File: config.mk
export PLATFORM = sky130hd
export DESIGN_NAME = rgb2gray_pipe
export DESIGN_NICKNAME = d
export VERILOG_FILES = /design/src/rtl/rgb2gray_pipe.sv
export SDC_FILE = /design/constraint.sdc
export NUM_CORES = 1
export LEC_CHECK = 0
export BUFFER_PORTS_ARGS = -buffer_cell sky130_fd_sc_hd__buf_2
export CAP_MARGIN = 20
export CORE_MARGIN = 3
export CORE_UTILIZATION = 30
export CTS_CLUSTER_SIZE = 20
export DETAILED_ROUTE_END_ITERATION = 10
export GPL_ROUTABILITY_DRIVEN = 0
export GPL_TIMING_DRIVEN = 0
export SETUP_SLACK_MARGIN = 0.02
export SLEW_MARGIN = 25
export SYNTH_ARGS = -nofsm -noshare
export SYNTH_HDL_FRONTEND = slang
export SYNTH_SLANG_ARGS = --single-unit
File: constraint.sdc
create_clock -name iCLK -period 9.62 [get_ports iCLK]
set_clock_uncertainty 0.1 [all_clocks]
set_input_delay 1.443 -clock iCLK [delete_from_list [all_inputs] [get_ports iCLK]]
set_output_delay 1.443 -clock iCLK [all_outputs]
set_load 0.005 [all_outputs]
File: src/rtl/rgb2gray_pipe.sv
`timescale 1ns/1ps
// rgb2gray_pipe: three-stage RGB to grayscale converter for the camera-to-LCD
// pixel stream. The luma weighting mode is selectable at runtime, but a new
// mode is only adopted on the first valid pixel of a frame, at (0,0).
// Stage 1 registers the inputs, stage 2 multiplies by the coefficients and
// stage 3 sums, rounds, scales and saturates.
// Optional feature macro: RGB2GRAY_THRESH_EN adds a per-frame binary
// threshold output (iThresh / oBinary).
// OUT_W must lie in 1..IN_W.
module rgb2gray_pipe #(
  parameter int         IN_W         = 12,
  parameter int         OUT_W        = 8,
  parameter int         COORD_W      = 16,
  parameter logic [1:0] DEFAULT_MODE = 2'd0
) (
  input  logic               iCLK,
  input  logic               iReset_n,
  input  logic [IN_W-1:0]    iRed,
  input  logic [IN_W-1:0]    iGreen,
  input  logic [IN_W-1:0]    iBlue,
  input  logic               iDval,
  input  logic [COORD_W-1:0] iX_Cont,
  input  logic [COORD_W-1:0] iY_Cont,
  input  logic [1:0]         iMode,
`ifdef RGB2GRAY_THRESH_EN
  input  logic [OUT_W-1:0]   iThresh,
  output logic               oBinary,
`endif
  output logic [OUT_W-1:0]   oGray,
  output logic [COORD_W-1:0] oX_Cont,
  output logic [COORD_W-1:0] oY_Cont,
  output logic               oDval,
  output logic [1:0]         oMode
);

  // Coefficients carry 8 fractional bits and sum to 256 in every mode, so the
  // weighted sum never exceeds (2^IN_W-1)*256.
  localparam int SH     = 8 + IN_W - OUT_W;
  localparam int PROD_W = IN_W + 9;
  // Two bits of headroom over IN_W+8: covers the full-scale sum plus the
  // rounding constant with margin.
  localparam int SUM_W  = IN_W + 10;
  // Width left after the scaling shift; always OUT_W+2, so the saturation
  // test below always has guard bits to inspect.
  localparam int GRAY_W = SUM_W - SH;
  localparam logic [SUM_W-1:0] ROUND = SUM_W'(1) << (SH - 1);

  // Coefficient lookup: idx 0 = red, 1 = green, 2 = blue.
  function automatic logic [8:0] coef_of(input logic [1:0] m, input int idx);
    logic [8:0] c;
    c = 9'd0;
    case (m)
      2'd0: c = (idx == 0) ? 9'd77 : (idx == 1) ? 9'd150 : 9'd29;   // BT.601
      2'd1: c = (idx == 0) ? 9'd54 : (idx == 1) ? 9'd183 : 9'd19;   // BT.709
      2'd2: c = (idx == 1) ? 9'd86 : 9'd85;                         // average
      default: c = (idx == 1) ? 9'd256 : 9'd0;                      // green only
    endcase
    return c;
  endfunction

  // ---------------------------------------------------------------------
  // Frame-start mode latch
  // ---------------------------------------------------------------------
  logic       frame_start;
  logic [1:0] mode_reg;
  logic [1:0] eff_mode;

  // Only a valid pixel at (0,0) opens a frame; invalid samples never count.
  assign frame_start = iDval && (iX_Cont == '0) && (iY_Cont == '0);
  // The frame-start pixel itself already uses the newly requested mode.
  assign eff_mode    = frame_start ? iMode : mode_reg;

  // Active mode register: reloaded on every frame start, held otherwise.
  always_ff @(posedge iCLK or negedge iReset_n) begin
    if (!iReset_n) begin
      mode_reg <= DEFAULT_MODE;
    end else if (frame_start) begin
      mode_reg <= iMode;
    end
  end

  // ---------------------------------------------------------------------
  // Stage 1: input registers
  // ---------------------------------------------------------------------
  logic [3*IN_W-1:0]  comp_in;
  logic [3*IN_W-1:0]  comp1;
  logic               dval1;
  logic [COORD_W-1:0] x1;
  logic [COORD_W-1:0] y1;
  logic [1:0]         mode1;

  assign comp_in = {iBlue, iGreen, iRed};

  // Capture the pixel, its coordinates and the mode it will be converted with.
  always_ff @(posedge iCLK or negedge iReset_n) begin
    if (!iReset_n) begin
      comp1 <= '0;
      dval1 <= 1'b0;
      x1    <= '0;
      y1    <= '0;
      mode1 <= DEFAULT_MODE;
    end else begin
      comp1 <= comp_in;
      dval1 <= iDval;
      x1    <= iX_Cont;
      y1    <= iY_Cont;
      mode1 <= eff_mode;
    end
  end

  // ---------------------------------------------------------------------
  // Stage 2: per-component products
  // ---------------------------------------------------------------------
  logic [3*PROD_W-1:0] prod_c;
  logic [3*PROD_W-1:0] prod2;
  logic                dval2;
  logic [COORD_W-1:0]  x2;
  logic [COORD_W-1:0]  y2;
  logic [1:0]          mode2;

  // One multiplier per colour component.
  genvar gi;
  generate
    for (gi = 0; gi < 3; gi++) begin : g_mult
      assign prod_c[gi*PROD_W +: PROD_W] =
        PROD_W'(comp1[gi*IN_W +: IN_W]) * PROD_W'(coef_of(mode1, gi));
    end
  endgenerate

  // Register the products alongside the delayed side-band signals.
  always_ff @(posedge iCLK or negedge iReset_n) begin
    if (!iReset_n) begin
      prod2 <= '0;
      dval2 <= 1'b0;
      x2    <= '0;
      y2    <= '0;
      mode2 <= DEFAULT_MODE;
    end else begin
      prod2 <= prod_c;
      dval2 <= dval1;
      x2    <= x1;
      y2    <= y1;
      mode2 <= mode1;
    end
  end

  // ---------------------------------------------------------------------
  // Stage 3: sum, round, scale, saturate
  // ---------------------------------------------------------------------
  logic [SUM_W-1:0]  sum_c;
  logic [GRAY_W-1:0] scaled_c;
  logic [OUT_W-1:0]  gray_c;

  assign sum_c    = SUM_W'(prod2[0*PROD_W +: PROD_W])
                  + SUM_W'(prod2[1*PROD_W +: PROD_W])
                  + SUM_W'(prod2[2*PROD_W +: PROD_W])
                  + ROUND;
  assign scaled_c = sum_c[SUM_W-1:SH];
  // Rounding a full-scale input can land exactly on 2^OUT_W; clamp instead
  // of letting it wrap to zero.
  assign gray_c   = (|scaled_c[GRAY_W-1:OUT_W]) ? {OUT_W{1'b1}}
                                                : scaled_c[OUT_W-1:0];

  // Output registers, aligned three cycles after the input.
  always_ff @(posedge iCLK or negedge iReset_n) begin
    if (!iReset_n) begin
      oGray   <= '0;
      oX_Cont <= '0;
      oY_Cont <= '0;
      oDval   <= 1'b0;
      oMode   <= DEFAULT_MODE;
    end else begin
      oGray   <= gray_c;
      oX_Cont <= x2;
      oY_Cont <= y2;
      oDval   <= dval2;
      oMode   <= mode2;
    end
  end

`ifdef RGB2GRAY_THRESH_EN
  // ---------------------------------------------------------------------
  // Optional binary threshold, latched per frame like the mode
  // ---------------------------------------------------------------------
  localparam logic [OUT_W-1:0] THR_RST = OUT_W'(1) << (OUT_W - 1);

  logic [OUT_W-1:0] thresh_reg;
  logic [OUT_W-1:0] eff_thresh;
  logic [OUT_W-1:0] thr1;
  logic [OUT_W-1:0] thr2;

  assign eff_thresh = frame_start ? iThresh : thresh_reg;

  // Active threshold register: same frame-start rule as the mode.
  always_ff @(posedge iCLK or negedge iReset_n) begin
    if (!iReset_n) begin
      thresh_reg <= THR_RST;
    end else if (frame_start) begin
      thresh_reg <= iThresh;
    end
  end

  // Carry the threshold down the pipe so each pixel compares against the
  // value that was active when it entered. Reset to the default threshold so
  // the flushed pipe cannot report a spurious binary 1.
  always_ff @(posedge iCLK or negedge iReset_n) begin
    if (!iReset_n) begin
      thr1    <= THR_RST;
      thr2    <= THR_RST;
      oBinary <= 1'b0;
    end else begin
      thr1    <= eff_thresh;
      thr2    <= thr1;
      oBinary <= (gray_c >= thr2);
    end
  end
`endif

endmodule

==> reports/metrics.yaml <==
outcome: "finished clean"
hold_buffers: 0
crit_arrival_ns: 7.22
cts.path.max_buffers: 3
synth_top_cell_area_share: 0.353
leakagePower_nw: 8.93
core-area_sq_um: 49100
r2r_end: "prod2[41]"
startpoint: "mode1[0]"
tns_ns: 0
drt_wl_total_um: 32900
wl_met1_um: 14800
fin_hold_ws_ns: 0.241
routed-wl-met2_um: 15800
rsz0062_at_grt: "no"
synth_warnings: 0
critical_path_class: "reg2reg"
r2r.worst_path.cells: 17
initial_core_util: 0.305
synth.distinct_cells: 65
syn_nets: 1733
first_pass_iters: 5
cts_setup_buffers: 0
cts_sinks: 211
htreeDepth: 1
grt_max_degree: 82
place_hpwl_um: 26700
worstSetupEndpoint: "prod2[41]"
cts_buffers: 25
clkTransAtPathRegs_ns: 0.06
rows: 81
fmax_mhz: 145
slew_headroom: 0.407
min_period_over_period: 0.715
synth_common_cells: "inv_1, dfrtp_1, ha_1, fa_1, and2_1"
synth_most_common_cell: "inv_1"
ctsResizeCount: 0
drc: 0
drtAntennaViolNets: 0
yosysTopAreaCell: "dfrtp_1"
grt_usage: 0.129
yosysSeqAreaShare: 0.353
critPathLaunchType: "flip-flop"
synth_ff_type: "dfrtp_1"
viasPerCell: 4.38
fin_nets: 1877
die_w_um: 229
synthCells: 1312
syn_avg_cell_area_sq_um: 11.4
dpl-instance-area_sq_um: 16400
final_area_sq_um: 17300
synth_edf_count: 0
finalHoldViolations: 0
finalCriticalPeriod_ns: 6.88
grt_first_pass_wirelength_um: 54300
cp_slowest_cell: "buf_1"
synth_area_leaders: "dfrtp_1, fa_1, ha_1"
drt_iter0_drc: 353
power_w: 0.00202
ir_worst_vdd_v: 0.000103
synthArstFlopShare: 1.00
area_growth_syn_to_layout_pct: 15.6
pwr_density_cell_nw_per_um2: 117
cp-end-kind: "flip-flop"
wl_met3_um: 1550
reg2reg_from: "mode1[0]"
synth_area_sq_um: 14900
grt_pass1_vias: 10262
grt_overflow: 0
crit_fanout: 11
cts_tree: "done"
die_y_um: 229
critPathRequiredTime_ns: 9.97
path_cells: "inv_1, buf_1, ha_1, clkbuf_1, o21ai_0, fa_1, fa_1, fa_1, fa_1, inv_1, ha_1, or3_1, o21ai_0, o31ai_1, o41ai_2, nor2_1, a311oi_1"
drive_gt1_frac: 0.121
slowest_delay_ns: 0.67
clkLatencyLatePin_ns: 0.55
min_path_type: "reg2reg"
ys_ff_latch: 211
port_buffers: 115
post_drt_wl_per_cell_um: 15.4
drv_cap: 0
io_pins: 116
worst_slew_pin_slew_ns: 0.889
drv_slew: 0
cts_root_buf: "clkbuf_16"
routed.top_layer: "met4"
finalSetupViolations: 0
r2r_slack_ns: 2.74
dieArea_sq_um: 52500
antenna_found_initial: 3
num_vias: 9372
cpMostUsedCell: "fa_1"
==> final cells by class <==
cell class,count,area [sq um]
Fill cell,4917,31800
Multi-Input combinational cell,862,8770
Sequential cell,211,5280
Tap cell,664,831
Inverter,221,830
Clock buffer,33,696
Timing Repair Buffer,117,641
Clock inverter,12,169
Buffer,18,67.6
Antenna cell,1,2.50
==> critical path: cells and delay by family (launching register included) <==
kind | cells | cell delay, ns
adder cells (fa/ha/maj) | 6 | 2.81
AND/OR/NAND/NOR | 2 | 0.45
flip-flops | 1 | 0.48
buffers and inverters | 4 | 1.62
AO/OA/AOI/OAI | 5 | 1.27
==> flip-flops by register name (all words and copies together) (netlist names) <==
| signal | cells |
|---|---|
| oGray | 8 |
| x2 | 16 |
| dval1 | 1 |
| dval2 | 1 |
| oY_Cont | 16 |
| y2 | 16 |
| y1 | 16 |
| prod2 | 62 |
| oDval | 1 |
| x1 | 16 |
| mode1 | 2 |
| mode2 | 2 |
| oMode | 2 |
| comp1 | 36 |
| oX_Cont | 16 |
==> how the worst min path moves through the flow <==
stage | from | to | slack, ns | depth (start not counted)
after CTS | y2[4] | oY_Cont[4] | 0.24 | 0
final | x2[5] | oX_Cont[5] | 0.24 | 0
after floorplan | dval1 | dval2 | 0.23 | 0
after global placement | y1[2] | y2[2] | 0.23 | 0
after global routing | y2[4] | oY_Cont[4] | 0.24 | 0
after detailed placement | x2[5] | oX_Cont[5] | 0.23 | 0
==> through the flow <==
stage               cells  setup WS (ns)  utilization
floorplan            1312           4.28            -
detailed placement   2093           2.69        0.335
finish               2139           2.74        0.352
CTS                  2138           2.68        0.352
global route         2139           2.37        0.352
global placement     2091           2.70        0.333
==> layer usage <==
metal | global-route usage | up-vias
met5 | 0 | -
met4 | 0.0353 | 0
met3 | 0.0204 | 40
met2 | 0.217 | 163
met1 | 0.174 | 4655
li1 | - | 4514
==> kinds of logic (layout without fill, tap and decap cells) <==
group / Yosys count / in the layout / share of synthesized area
adders and majority gates: 348 / 348 / 0.375
xor gates and xnor gates: 45 / 45 / 0.0264
muxes: 1 / 1 / 0.000670
DFF: 211 / 211 / 0.353
and+or+nand+nor: 328 / 328 / 0.117
AOI/OAI and AO/OA: 140 / 140 / 0.0683
other: 0 / 1 / 0
buffers and inverters: 239 / 401 / 0.0600
==> placed cells by master (no fill, tap or decap), types with 4 or more instances in the layout <==
cell,instances
inv_1,220
dfrtp_1,211
ha_1,182
fa_1,166
buf_2,114
and2_1,81
nand2_1,77
a21oi_1,44
nor2b_1,43
nor2_1,38
xnor2_1,32
clkbuf_16,25
nor3_1,22
clkbuf_1,21
nand2b_1,15
xor2_1,13
nand3_1,13
a21o_1,10
o21ai_1,10
o21a_1,9
o21ai_0,9
and3_1,7
or3_1,7
o211ai_1,7
a31oi_1,6
o21bai_1,6
nor4_1,6
a211oi_1,4
a21o_2,4
clkbuf_8,4
==> power by group <==
part | switching, W | internal [W]
combinational | 0.0000537 | 0.0000415
sequential | 0.0000178 | 0.000922
clock | 0.000388 | 0.000595
total | 0.000460 | 0.00156
(Power assumes the default switching activity.)
